$ cat config.mk
export PLATFORM = sky130hd
export DESIGN_NAME = gps_nmea_rx
export DESIGN_NICKNAME = d
export VERILOG_FILES = /design/src/rtl/gps_nmea_rx.sv
export SDC_FILE = /design/constraint.sdc
export NUM_CORES = 2
export LEC_CHECK = 0
export CORE_MARGIN = 2
export CORE_UTILIZATION = 40
export DETAILED_ROUTE_END_ITERATION = 16
export SLEW_MARGIN = 10
export SYNTH_ARGS = -nofsm -noshare
export SYNTH_HDL_FRONTEND = slang
export SYNTH_SLANG_ARGS = --single-unit
$ cat constraint.sdc
create_clock -name clk -period 5 [get_ports clk]
set_input_delay 0.75 -clock clk [delete_from_list [all_inputs] [get_ports clk]]
set_output_delay 0.75 -clock clk [all_outputs]
set_load 0.01 [all_outputs]
$ cat src/rtl/gps_nmea_rx.sv
// gps_nmea_rx
//   GPS front end: 8N1 UART receiver, NMEA-0183 sentence framer and checksum
//   checker. One selectable sentence type (or any type) is captured into a
//   flat MSB-first byte buffer that only changes when a sentence commits.
//
// Ports
//   clk          system clock, rising edge
//   rst          synchronous reset, active high
//   data_rx      UART serial input, idle high, asynchronous
//   match_any    1: accept any sentence ID, 0: only SENT_ID (sampled at '$')
//   rx_byte      last UART byte received
//   rx_int       1-cycle pulse: rx_byte updated
//   frame_err    1-cycle pulse: stop bit sampled low, byte dropped
//   data_rx_end  last good payload, byte 0 in [8*MAX_LEN-1 -: 8], tail zeroed
//   sent_len     byte count of data_rx_end
//   sent_valid   1-cycle pulse: data_rx_end/sent_len updated
//   cs_err       1-cycle pulse: checksum mismatch or bad hex digit
//   ovf          1-cycle pulse: payload exceeded MAX_LEN, sentence dropped
module gps_nmea_rx #(
  parameter int unsigned CLK_HZ  = 50_000_000,
  parameter int unsigned BAUD    = 9600,
  parameter int unsigned MAX_LEN = 48,
  parameter logic [39:0] SENT_ID = "GPRMC"
) (
  input  logic                   clk,
  input  logic                   rst,
  input  logic                   data_rx,
  input  logic                   match_any,
  output logic [7:0]             rx_byte,
  output logic                   rx_int,
  output logic                   frame_err,
  output logic [8*MAX_LEN-1:0]   data_rx_end,
  output logic [7:0]             sent_len,
  output logic                   sent_valid,
  output logic                   cs_err,
  output logic                   ovf
);

  localparam int unsigned DIV  = (CLK_HZ + BAUD / 2) / BAUD;
  localparam int unsigned HALF = DIV / 2;
  localparam int unsigned CW   = $clog2(DIV + 1);
  localparam int unsigned BW   = 8 * MAX_LEN;

  localparam logic [7:0] CH_DOLLAR = 8'h24;
  localparam logic [7:0] CH_STAR   = 8'h2A;

  // ---------------------------------------------------------------------------
  // UART receiver
  // ---------------------------------------------------------------------------
  typedef enum logic [1:0] {U_IDLE, U_START, U_DATA, U_STOP} u_state_t;

  u_state_t      u_state;
  logic          sync1, sync2, sync3;
  logic [CW-1:0] cnt;
  logic [2:0]    bit_idx;
  logic [7:0]    shreg;

  always_ff @(posedge clk) begin
    if (rst) begin
      u_state   <= U_IDLE;
      sync1     <= 1'b1;
      sync2     <= 1'b1;
      sync3     <= 1'b1;
      cnt       <= '0;
      bit_idx   <= '0;
      shreg     <= '0;
      rx_byte   <= '0;
      rx_int    <= 1'b0;
      frame_err <= 1'b0;
    end else begin
      sync1     <= data_rx;
      sync2     <= sync1;
      sync3     <= sync2;
      rx_int    <= 1'b0;
      frame_err <= 1'b0;
      case (u_state)
        U_IDLE: begin
          cnt <= '0;
          if (sync3 && !sync2) u_state <= U_START;
        end
        U_START: begin
          // Mid-start-bit recheck rejects short glitches on the idle line.
          if (cnt == CW'(HALF - 1)) begin
            cnt <= '0;
            if (sync2) begin
              u_state <= U_IDLE;
            end else begin
              bit_idx <= '0;
              u_state <= U_DATA;
            end
          end else begin
            cnt <= cnt + 1'b1;
          end
        end
        U_DATA: begin
          if (cnt == CW'(DIV - 1)) begin
            cnt     <= '0;
            shreg   <= {sync2, shreg[7:1]};
            bit_idx <= bit_idx + 1'b1;
            if (bit_idx == 3'd7) u_state <= U_STOP;
          end else begin
            cnt <= cnt + 1'b1;
          end
        end
        U_STOP: begin
          if (cnt == CW'(DIV - 1)) begin
            cnt     <= '0;
            u_state <= U_IDLE;
            if (sync2) begin
              rx_byte <= shreg;
              rx_int  <= 1'b1;
            end else begin
              frame_err <= 1'b1;
            end
          end else begin
            cnt <= cnt + 1'b1;
          end
        end
        default: u_state <= U_IDLE;
      endcase
    end
  end

  // ---------------------------------------------------------------------------
  // NMEA framer and checksum
  // ---------------------------------------------------------------------------
  typedef enum logic [2:0] {F_IDLE, F_ID, F_BODY, F_CS1, F_CS2} f_state_t;

  f_state_t       f_state;
  logic [BW-1:0]  wbuf;
  logic [7:0]     wr_ptr;
  logic [7:0]     acc;
  logic [31:0]    id_sr;
  logic           any_l;
  logic [3:0]     cs_hi;
  logic           commit;
  logic [4:0]     hex_now;
  logic [7:0]     tail_bytes;
  logic [BW-1:0]  aligned;

  // {valid, nibble} for an ASCII hex digit.
  function automatic logic [4:0] hex_dec(input logic [7:0] c);
    logic [4:0] r;
    r = '0;
    if (c >= 8'h30 && c <= 8'h39)      r = {1'b1, c[3:0]};
    else if (c >= 8'h41 && c <= 8'h46) r = {1'b1, c[3:0] + 4'd9};
    else if (c >= 8'h61 && c <= 8'h66) r = {1'b1, c[3:0] + 4'd9};
    return r;
  endfunction

  // The working buffer shifts bytes in at the bottom; on commit it is moved
  // up so byte 0 lands in the top lane and the unused tail is zero.
  always_comb begin
    hex_now    = hex_dec(rx_byte);
    tail_bytes = 8'(MAX_LEN) - wr_ptr;
    aligned    = wbuf << {tail_bytes, 3'b000};
  end

  always_ff @(posedge clk) begin
    if (rst) begin
      f_state     <= F_IDLE;
      wbuf        <= '0;
      wr_ptr      <= '0;
      acc         <= '0;
      id_sr       <= '0;
      any_l       <= 1'b0;
      cs_hi       <= '0;
      commit      <= 1'b0;
      data_rx_end <= '0;
      sent_len    <= '0;
      sent_valid  <= 1'b0;
      cs_err      <= 1'b0;
      ovf         <= 1'b0;
    end else begin
      sent_valid <= 1'b0;
      cs_err     <= 1'b0;
      ovf        <= 1'b0;
      commit     <= 1'b0;

      if (commit) begin
        data_rx_end <= aligned;
        sent_len    <= wr_ptr;
        sent_valid  <= 1'b1;
      end

      if (rx_int) begin
        if (rx_byte == CH_DOLLAR) begin
          // '$' always (re)starts a sentence, whatever state we were in.
          f_state <= F_ID;
          wr_ptr  <= '0;
          acc     <= '0;
          wbuf    <= '0;
          any_l   <= match_any;
        end else begin
          case (f_state)
            F_IDLE: begin
              f_state <= F_IDLE;
            end
            F_ID: begin
              wbuf   <= {wbuf[BW-9:0], rx_byte};
              acc    <= acc ^ rx_byte;
              wr_ptr <= wr_ptr + 8'd1;
              id_sr  <= {id_sr[23:0], rx_byte};
              if (wr_ptr == 8'd4) begin
                if (!any_l && ({id_sr, rx_byte} != SENT_ID)) f_state <= F_IDLE;
                else                                         f_state <= F_BODY;
              end
            end
            F_BODY: begin
              if (rx_byte == CH_STAR) begin
                f_state <= F_CS1;
              end else if (wr_ptr == 8'(MAX_LEN)) begin
                ovf     <= 1'b1;
                f_state <= F_IDLE;
              end else begin
                wbuf   <= {wbuf[BW-9:0], rx_byte};
                acc    <= acc ^ rx_byte;
                wr_ptr <= wr_ptr + 8'd1;
              end
            end
            F_CS1: begin
              if (hex_now[4]) begin
                cs_hi   <= hex_now[3:0];
                f_state <= F_CS2;
              end else begin
                cs_err  <= 1'b1;
                f_state <= F_IDLE;
              end
            end
            F_CS2: begin
              f_state <= F_IDLE;
              if (hex_now[4] && ({cs_hi, hex_now[3:0]} == acc)) commit <= 1'b1;
              else                                              cs_err <= 1'b1;
            end
            default: f_state <= F_IDLE;
          endcase
        end
      end
    end
  end

endmodule

==> flow_summary.ini <==
[cts]
htreeDepth = 3
cts_sinks = 875
cts_root_buffer = clkbuf_16
path_clk_slew_ps = 60
clock_latency_ps = 750
cts_hold_buf = 0
post_cts_buffers = 0
cts_resized = 0
cts_buffer_depth = 3
cts_buffers = 100
cts_tree = built

[synth]
ys_types = 86
synth-xor-area-share_pct = 0.811
synth_flop_cell = dfxtp_1
avgSynthCellArea_um2 = 8.75
synth_compound_area_share_pct = 22.9
synthCells = 5787
ys_ff_latch = 875
yosysWarningCount = 0
synth_edf_count = 0
synthAdderAreaFrac_pct = 0.222
async_flop_share_pct = 0
synth_mux_area_share_pct = 20.6
yosys.area_share.simple_pct = 15.6
ys_seq_area_share_pct = 34.6
syn_nets = 5800
netlist_area_mm2 = 0.0506
synth_top_family_by_area = compound AO/OA/AOI/OAI gates

[floorplanning]
core-area_mm2 = 0.126
initial_core_util_pct = 40.3
core.rowCount = 130
die_h_um = 360
die_w_um = 360
die-area_mm2 = 0.129
num_io_pins = 409

[timing]
finalSetupViolations = 0
setup_slack_ps = 610
period_share_pct = 87.8
worst-slew-pin-transition_ps = 1330
finalHoldViolCount = 0
hold_slack_ps = 353
slew_headroom_pct = 11.2
grt_setup_unrepaired = no
drv_slew = 0
finClkSkew_ps = 42.1
tns_ps = 0
max_freq_mhz = 228
period_minus_slack_ps = 4390

[drt]
num_vias = 53713
routed_wl_um = 307000
ant_nets = 0
wl_per_cell_um = 39.5
drtPass1Iterations = 7
viasPerCell = 6.91
drc = 0
drt_iter0_markers = 8225

[global_routing]
antenna_found_initial = 43
gr-total-overflow = 0
grt_pass1_wl_um = 417000
grtUsageTotal_pct = 45.8
grt_pass1_vias = 48291
grt_max_degree = 213

[power_and_ir_drop]
swShare_pct = 23.0
p_leak_nw = 21.4
p_total_mw = 15.0
switching_power_mw = 3.46
p_int_mw = 11.6
vdd_drop_max_mv = 0.292
p_per_area_mw_per_mm2 = 247
pwr-share-seq_pct = 46.4
combPwrFrac_pct = 1.2
clkPwrFrac_pct = 52.4

[critical_path]
rr_worst_depth = 10
required_ps = 5560
worstSetupPathType = reg2reg
crit_path_max_fanout = 49
start_kind = register
startpoint = wr_ptr[1]
cp.arrival_ps = 4950
end_kind = register
worstReg2RegStart = wr_ptr[1]

[layout]
syn_to_final_growth_pct = 20.4
final_cell_area_mm2 = 0.0609
drive_above_1_share_pct = 15.0
final_nets = 6045
fin_util_pct = 48.5
final_cells = 7778

[run_status]
status = complete, no violations

[hold_path]
hold_start = rst
min_path_type = in2reg
hold_path_depth = 2

[placed_design]
place_congestion = 1.10
hpwlAfterDp_um = 232000
placedInstanceArea_mm2 = 0.0574
io_buffers = 408
place_inst = 7579
detailedPlace.worstSlack_ps = 764

[job]
drv_cap = 0
## power groups by stage
| stage | logic (mW) | clock network [mW] | registers, mW |
|---|---|---|---|
| 2_1_floorplan | 0.105 | 0 | 7.13 |
| 3_3_place_gp | 0.172 | 0 | 7.13 |
| 3_5_place_dp | 0.171 | 0 | 7.13 |
| 4_1_cts | 0.171 | 7.97 | 6.97 |
| 5_1_grt | 0.182 | 8.21 | 6.97 |
| 6_report | 0.177 | 7.88 | 6.97 |
## state kept, by name, indices dropped and copies added (netlist names), 3 cells and up, named ones only
register / cells
acc: 8
bit_idx: 3
cnt: 13
cs_hi: 4
data_rx_end: 384
f_state: 3
id_sr: 32
rx_byte: 8
sent_len: 8
shreg: 8
wbuf: 384
wr_ptr: 8
## layer usage
layer / GRT usage [%] / wire length [um] / vias to the layer above
met5: 0.407 / 384 / -
met4: 30.4 / 25700 / 48
met3: 16.8 / 39200 / 887
met1: 58.6 / 119000 / 26849
met2: 64.2 / 123000 / 3714
li1: - / - / 22215
## worst max-delay path: stages, from the launching register on
cell and delay [ps]:
dfxtp_1 520, inv_1 150, ha_4 760, inv_6 390, buf_12 310, buf_12 210, mux2_2 290, a32oi_1 750
o21ai_0 420, nor2_1 170, nor4_1 70
## layout by cell type (no fill, tap or decap), types with 21 or more instances in the layout
master / Yosys / routed
nor4_1: 48 / 47
inv_1: 39 / 39
clkinv_2: 0 / 21
o2bb2ai_1: 34 / 34
a222oi_1: 22 / 22
o22ai_1: 103 / 103
mux2_2: 71 / 71
buf_4: 5 / 289
mux4_2: 273 / 273
a211oi_1: 64 / 64
dfxtp_1: 875 / 873
mux2i_1: 349 / 349
nor2_1: 822 / 814
clkbuf_16: 0 / 103
a2111oi_0: 36 / 36
nor3_1: 63 / 61
clkdlybuf4s50_1: 0 / 407
a221oi_1: 34 / 34
o211ai_1: 43 / 43
nor2b_1: 52 / 52
o21ai_0: 193 / 190
a221o_1: 30 / 30
nand2_1: 697 / 692
a21oi_1: 267 / 266
nand3_1: 101 / 100
buf_12: 0 / 36
o221ai_1: 30 / 30
a32oi_1: 24 / 23
a31oi_1: 35 / 35
and3_1: 25 / 25
a22oi_1: 541 / 541
## synth_stat cells (10+ instances only)
master	count	area, um^2
dfxtp_1	875	17500
nor2_1	822	3090
nand2_1	697	2620
a22oi_1	541	4060
mux2i_1	349	3490
clkbuf_1	341	1280
mux4_2	273	6150
a21oi_1	267	1340
o21ai_0	193	966
buf_2	189	946
o22ai_1	103	644
nand3_1	101	505
mux2_2	71	800
a211oi_1	64	480
nor3_1	63	315
buf_1	53	199
nor2b_1	52	325
nor4_1	48	300
o211ai_1	43	323
inv_1	39	146
a2111oi_0	36	315
a31oi_1	35	219
a221oi_1	34	298
o2bb2ai_1	34	298
a221o_1	30	300
o221ai_1	30	263
and3_1	25	156
a32oi_1	24	210
xnor2_1	23	201
a222oi_1	22	220
xor2_1	22	193
a22o_1	19	166
a2bb2oi_1	18	158
a21o_1	16	120
and2_1	15	93.8
a311oi_1	13	114
a31o_2	10	87.6
a32o_1	10	100
o2111ai_1	10	87.6
o21a_1	10	75.1
## final cells by class
| type | count | area [um^2] |
|---|---|---|
| clock buffer | 133 | 2890 |
| clock inverter | 51 | 583 |
| tap | 1650 | 2060 |
| multi-input combinational | 4280 | 30700 |
| timing repair buffer | 733 | 6980 |
| sequential | 875 | 17500 |
| inverter | 42 | 175 |
| fill | 12189 | 64600 |
| antenna | 14 | 35.0 |
## path summary, 6_finish.rpt
check / to / slack [ps]
worst max-delay path: data_rx_end[356] / 610
worst max register to register: data_rx_end[356] / 610
worst min-delay path: wbuf[22] / 350
worst min register to register: sync2 / 410
## kinds of logic after synthesis
family	Yosys count
AOI/OAI and AO/OA	1644
DFF	875
xor gates and xnor gates	46
buffers and inverters	632
muxes	693
and+or+nand+nor	1888
adders and majority gates	9
(Power assumes the default switching activity.)
